==> config.mk <==
export PLATFORM = sky130hd
export DESIGN_NAME = multi_ch_data_sync
export DESIGN_NICKNAME = d
export VERILOG_FILES = /design/src/rtl/multi_ch_data_sync.sv
export SDC_FILE = /design/constraint.sdc
export NUM_CORES = 1
export LEC_CHECK = 0
export ABC_AREA = 1
export BUFFER_PORTS_ARGS = -buffer_cell sky130_fd_sc_hd__buf_2
export CORE_ASPECT_RATIO = 0.8
export CORE_MARGIN = 3
export CORE_UTILIZATION = 60
export CTS_CLUSTER_DIAMETER = 60
export DETAILED_ROUTE_END_ITERATION = 8
export GPL_TIMING_DRIVEN = 0
export PLACE_DENSITY_LB_ADDON = 0.08
export SLEW_MARGIN = 20
export SYNTH_ARGS = -nofsm -noshare
export SYNTH_HDL_FRONTEND = slang
export SYNTH_SLANG_ARGS = --single-unit
==> constraint.sdc <==
create_clock -name CLK -period 5.6 [get_ports CLK]
set_input_delay 1.12 -clock CLK [delete_from_list [all_inputs] [get_ports CLK]]
set_output_delay 1.12 -clock CLK [all_outputs]
set_load 0.02 [all_outputs]
==> src/rtl/multi_ch_data_sync.sv <==
// Multi-channel clock-domain data synchroniser.
// Each channel's asynchronous enable passes through a flop chain and an edge
// detector. A detected event captures that channel's data word into a holding
// slot. A round-robin arbiter then moves held words, one at a time, into a
// single valid/ready output register.
module multi_ch_data_sync #(
  parameter int NUM_STAGES = 2,
  parameter int BUS_WIDTH  = 8,
  parameter int NUM_CH     = 4,
  parameter int EDGE_MODE  = 0,
  localparam int CH_W      = (NUM_CH > 1) ? $clog2(NUM_CH) : 1
) (
  input  logic                        CLK,
  input  logic                        RST,
  input  logic [NUM_CH*BUS_WIDTH-1:0] Unsync_bus,
  input  logic [NUM_CH-1:0]           bus_enable,
  input  logic                        sync_ready,
  input  logic                        ovf_clr,
  output logic [BUS_WIDTH-1:0]        sync_bus,
  output logic [CH_W-1:0]             sync_ch,
  output logic                        sync_valid,
  output logic                        enable_pulse,
  output logic [NUM_CH-1:0]           ack_toggle,
  output logic [NUM_CH-1:0]           overflow
);

  // Synchroniser and edge-detect state
  logic [NUM_CH-1:0]     sync_q [NUM_STAGES];
  logic [NUM_CH-1:0]     prev_q;
  logic [NUM_STAGES:0]   prime_q;
  logic [NUM_CH-1:0]     sync_w;
  logic [NUM_CH-1:0]     edge_w;
  logic [NUM_CH-1:0]     event_w;

  // Holding slots
  logic [BUS_WIDTH-1:0]  hold_q [NUM_CH];
  logic [NUM_CH-1:0]     pending_q, pending_d;
  logic [NUM_CH-1:0]     overflow_q, overflow_d;
  logic [NUM_CH-1:0]     slot_free;

  // Arbiter and output stage
  logic [CH_W-1:0]       rr_q;
  logic [CH_W-1:0]       cand;
  logic [CH_W-1:0]       grant_idx;
  logic                  grant_vld;
  logic [NUM_CH-1:0]     grant_vec;
  logic [BUS_WIDTH-1:0]  sync_bus_q;
  logic [CH_W-1:0]       sync_ch_q;
  logic                  sync_valid_q;
  logic                  enable_pulse_q;
  logic [NUM_CH-1:0]     ack_toggle_q;

  // Enable synchroniser chain, edge-detect history and a fill marker that
  // becomes all-ones once prev_q holds a real post-reset sample.
  always_ff @(posedge CLK or posedge RST) begin
    if (RST) begin
      for (int s = 0; s < NUM_STAGES; s++) sync_q[s] <= '0;
      prev_q  <= '0;
      prime_q <= '0;
    end else begin
      // NOTE: state updates use <= so every flop samples pre-edge values,
      // which keeps the chain a true shift register regardless of order.
      sync_q[0] <= bus_enable;
      for (int s = 1; s < NUM_STAGES; s++) sync_q[s] <= sync_q[s-1];
      prev_q  <= sync_q[NUM_STAGES-1];
      prime_q <= {prime_q[NUM_STAGES-1:0], 1'b1};
    end
  end

  // Events are suppressed until the chain is filled, so an enable that was
  // already high at reset release is not mistaken for a fresh edge.
  assign sync_w  = sync_q[NUM_STAGES-1];
  assign edge_w  = (EDGE_MODE == 0) ? (sync_w & ~prev_q) : (sync_w ^ prev_q);
  assign event_w = prime_q[NUM_STAGES] ? edge_w : '0;

  // Round-robin search starting one past the last granted channel.
  always_comb begin
    // NOTE: every output of this block gets a default first so no path
    // leaves a value unassigned and no latch is inferred.
    grant_vld = 1'b0;
    grant_idx = '0;
    grant_vec = '0;
    cand      = '0;
    if (!sync_valid_q || sync_ready) begin
      for (int off = 1; off <= NUM_CH; off++) begin
        cand = CH_W'((int'(rr_q) + off) % NUM_CH);
        if (!grant_vld && pending_q[cand]) begin
          grant_vld = 1'b1;
          grant_idx = cand;
        end
      end
    end
    if (grant_vld) grant_vec[grant_idx] = 1'b1;
  end

  // A slot accepts new data when empty or when it is emptied at this edge.
  assign slot_free  = ~pending_q | grant_vec;
  assign pending_d  = (pending_q & ~grant_vec) | (event_w & slot_free);
  assign overflow_d = (event_w & ~slot_free) | (overflow_q & ~{NUM_CH{ovf_clr}});

  // Per-channel holding registers, pending bits and sticky overflow flags.
  always_ff @(posedge CLK or posedge RST) begin
    if (RST) begin
      // NOTE: the holding array is cleared on reset so no stale word can
      // ever be presented after a mid-operation reset.
      for (int k = 0; k < NUM_CH; k++) hold_q[k] <= '0;
      pending_q  <= '0;
      overflow_q <= '0;
    end else begin
      for (int k = 0; k < NUM_CH; k++) begin
        if (event_w[k] && slot_free[k]) begin
          hold_q[k] <= Unsync_bus[k*BUS_WIDTH +: BUS_WIDTH];
        end
      end
      pending_q  <= pending_d;
      overflow_q <= overflow_d;
    end
  end

  // Output register: load on grant, drop valid once accepted with nothing new.
  always_ff @(posedge CLK or posedge RST) begin
    if (RST) begin
      sync_bus_q     <= '0;
      sync_ch_q      <= '0;
      sync_valid_q   <= 1'b0;
      enable_pulse_q <= 1'b0;
      ack_toggle_q   <= '0;
      rr_q           <= CH_W'(NUM_CH - 1);
    end else begin
      enable_pulse_q <= grant_vld;
      ack_toggle_q   <= ack_toggle_q ^ grant_vec;
      if (grant_vld) begin
        sync_bus_q   <= hold_q[grant_idx];
        sync_ch_q    <= grant_idx;
        sync_valid_q <= 1'b1;
        rr_q         <= grant_idx;
      end else if (sync_ready) begin
        sync_valid_q <= 1'b0;
      end
    end
  end

  assign sync_bus     = sync_bus_q;
  assign sync_ch      = sync_ch_q;
  assign sync_valid   = sync_valid_q;
  assign enable_pulse = enable_pulse_q;
  assign ack_toggle   = ack_toggle_q;
  assign overflow     = overflow_q;

endmodule

==> out/qor.csv <==
stage,metric,value,unit
status,outcome,finished clean,
clocking,clock tree from TritonCTS,built,
yosys,part of the Yosys area used for sequential elements,54.5,%
sta,fmax,0.429,GHz
sta,setup-violating endpoint count in the final report,0,
finish,most frequent standard cell in the layout excluding fill and tap cells,nand2_1,
detailed_routing,number of remaining DRC errors,0,
worst_setup_path,critical path data required time,5840,ps
finish,number of antenna repair diodes,0,
yosys,count of mapped cells out of synthesis,409,
finish,Seq. cell area,0.00183,mm2
clocking,CTS resizes,0,
detailed_routing,routed wirelength normalized by instance count,13.1,um
floorplanning,DIE AREA,0.00654,mm2
worst_setup_path,cell family with the largest share of critical-path delay,buffers and inverters,
detailed_routing,post-DR vias/cell,5.13,
global_route,grt total ovfl,0,
yosys,netlist area before placement,0.00336,mm2
worst_setup_path,crit path buf inv count,4,
global_route,first-pass GRT wire length,12200,um
clocking,post-cts hold buffer count,0,
finish,layout cell share with drive strength beyond 1,21.9,%
yosys,Post-Syn Area per Cell,8.21,um2
hold_path,worst min-delay path category,reg -> reg,
worst_setup_path,kind of critical path,in -> reg,
power,power per standard cell area,713,mW/mm2
finish,FILL cells,395,
clocking,Num Clock Sinks,73,
detailed_routing,detailed-router iteration count before antenna repair,4,
finish,synth-to-layout area growth,18.6,%
sta,setup repair after global routing missed its margin,false,
worst_setup_path,cell occurring most often along the worst timing path,nand2_1,
sta,Total Negative Setup Slacks,0,ps
placed_design,cell total after placement,544,
global_route,vias in the first global route,2639,
sta,clock period minus worst slack,2330,ps
clocking,CTS H-tree lvls,3,
sta,measured slew at the worst slew-check pin,628,ps
worst_setup_path,type of origin of the critical path,input port,
finish,area of the multi-input gates,0.00123,mm2
worst_setup_path,"Max FO, Critical Path",10,
floorplanning,number of I/O pins,60,
sta,max-slew violation count,0,
worst_setup_path,CP max stage delay,390,ps
yosys,number of storage elements in the synthesis netlist,73,
placed_design,Port Buffers,59,
sta,worst-case headroom to the max-slew limit,58.0,%
power,maximum vdd drop,310,uV
yosys,syn nets,449,
placed_design,HPWL reported at the end of detailed placement,5280,um
floorplanning,floorplan core area,0.00521,mm2
yosys,Ys Warns,0,
global_route,Total Routing Usage GR,24.7,%
worst_setup_path,kind of end point of the critical path,register,
finish,nets,520,
floorplanning,effective utilization at floorplan,64.5,%
floorplanning,Die Wd,89.6,um
worst_setup_path,CP arrival,2580,ps
finish,final std cells w/o fill,560,
clocking,setup fix buffers added after clock tree synthesis,0,
global_route,largest net degree at the start of global routing,53,
placed_design,RePlAce Congestion,0.917,
detailed_routing,number of nets with antenna violations after detailed routing,0,
yosys,Cell variety after synth,26,
detailed_routing,violation count after the first detailed-routing iteration,215,
sta,Worst Clk Skew,7.16,ps
detailed_routing,total vias in the final route,2875,
detailed_routing,routed wire length,7310,um
clocking,number of clock buffers inserted by TritonCTS,9,
power,Static Leakage,2.22,nW
clocking,insertion delay of the later-clocked pin in the worst-skew pair,350,ps
sta,final clock period utilization by the worst path,41.6,%
clocking,number of buffers on the longest clock path,2,
worst_setup_path,slowest library cell on the worst path,clkbuf_1,
run,max capacitance violation total,0,
global_route,antenna violations before repair,0,
worst_setup_path,"Critical Path, Cell by Cell",buf_2 > inv_1 > nand2_1 > clkbuf_1 > clkbuf_1 > nand4_1 > nand3_1 > nand2_1 > nand2_1 > nand2_1,
finish,"commonest non-fill, non-tap cells in the layout","163 x nand2_1, 71 x dfrtp_1, 62 x buf_2",
clocking,clock transition time at the flip-flop clock pins of the worst setup and hold paths,80,ps
sta,final hold violations,0,
floorplanning,DIE HEIGHT,72.9,um
floorplanning,# rows,23,
clocking,root buf cell,clkbuf_8,
-- layer usage --
metal  vias up  track usage [%]  share of wire, %
met5         -                0                 0
met3        15             7.56               6.3
met1      1337             36.6                47
met4         0             7.60               2.0
met2        99             35.1                44
li1       1424                -                 -
-- power by group --
| part | switching (mW) | internal, mW |
|---|---|---|
| clock | 0.222 | 0.213 |
| combinational | 1.00 | 0.527 |
| sequential | 0.129 | 0.749 |
| total | 1.35 | 1.49 |
-- logic make-up (layout without fill, tap and decap cells) --
logic type      Yosys count  count (layout)  share of synthesized area [%]
simple gates            256             256                           34.0
flops                    73              73                           54.5
buf+inv                  66             142                           8.76
compound gates            9               9                           1.60
xor+xnor                  4               4                           1.04
other cells               1               1                          0.112
-- worst reg2reg max path: stages (launching register included) --
cell     delay [ps]
dfstp_2         530
buf_6           130
inv_6            60
nand2_1          50
nand2_1          90
nand2_2         110
nand2_2          90
nor2_4          120
nand3_1          80
nand2_1          60
inv_1            50
nand2_2         170
nand3_1         170
nand2_1         130
nand2_1         180
nand2_1         130
nand2_1          50
-- synthesized netlist by cell type (all sizes together) --
cell type  instances  area share (%)
a21oi              1            0.15
buf               10             2.3
clkbuf             4            0.45
conb               1            0.11
dfrtp             71              53
dfstp              2             1.6
inv               52             6.0
nand2            171              20
nand3             57             9.0
nand4             18             3.4
nor2              10             1.8
o21ai              4            0.71
o22ai              4            0.75
xnor2              2            0.52
xor2               2            0.52
-- final timing paths --
check	start	end	slack [ps]	cells after the start
worst max-delay path	sync_ready	sync_bus[7]$_DFFE_PP0P_	3270	10
worst min-delay path	sync_q[7]$_DFF_PP0_	sync_w[3]$_DFF_PP0_	350	0
worst max register to register	rr_q[0]$_DFFE_PP1P_	hold_q[24]$_DFFE_PP0P_	3300	16
worst min register to register	sync_q[7]$_DFF_PP0_	sync_w[3]$_DFF_PP0_	350	0
max in group asynchronous	RST	hold_q[1]$_DFFE_PP0P_	4350	3
min in group asynchronous	RST	hold_q[18]$_DFFE_PP0P_	720	2
-- stage by stage --
stage / util [%] / setup slack [ps] / hold slack [ps] / cell area, um2 / power, mW
floorplan: - / 2630 / 331 / 3360 / 2.03
global placement: 71.9 / 1860 / 332 / 3750 / 2.35
detailed placement: 72.5 / 2890 / 336 / 3780 / 2.40
CTS: 76.5 / 3270 / 356 / 3980 / 2.84
global route: 76.5 / 3010 / 372 / 3980 / 3.10
finish: 76.5 / 3270 / 353 / 3980 / 2.84
-- cell type report --
type	instances	area share, %
repair buffers	60	8.10
clock inverters	7	2.07
flip-flops and latches	73	45.9
inverters	52	5.09
well taps	75	2.36
multi-input cells	270	31.0
clock buffers	9	3.11
plain buffers	14	2.36
-- flip-flops by register name, indices dropped and copies added, names as in the netlist --
signal,count
prev_q,4
enable_pulse,1
sync_ch,2
sync_bus,8
ack_toggle,4
hold_q,32
rr_q,2
sync_q,4
sync_valid,1
sync_w,4
pending_q,4
prime_q,3
overflow,4
Power figures use the tool's default switching activity.
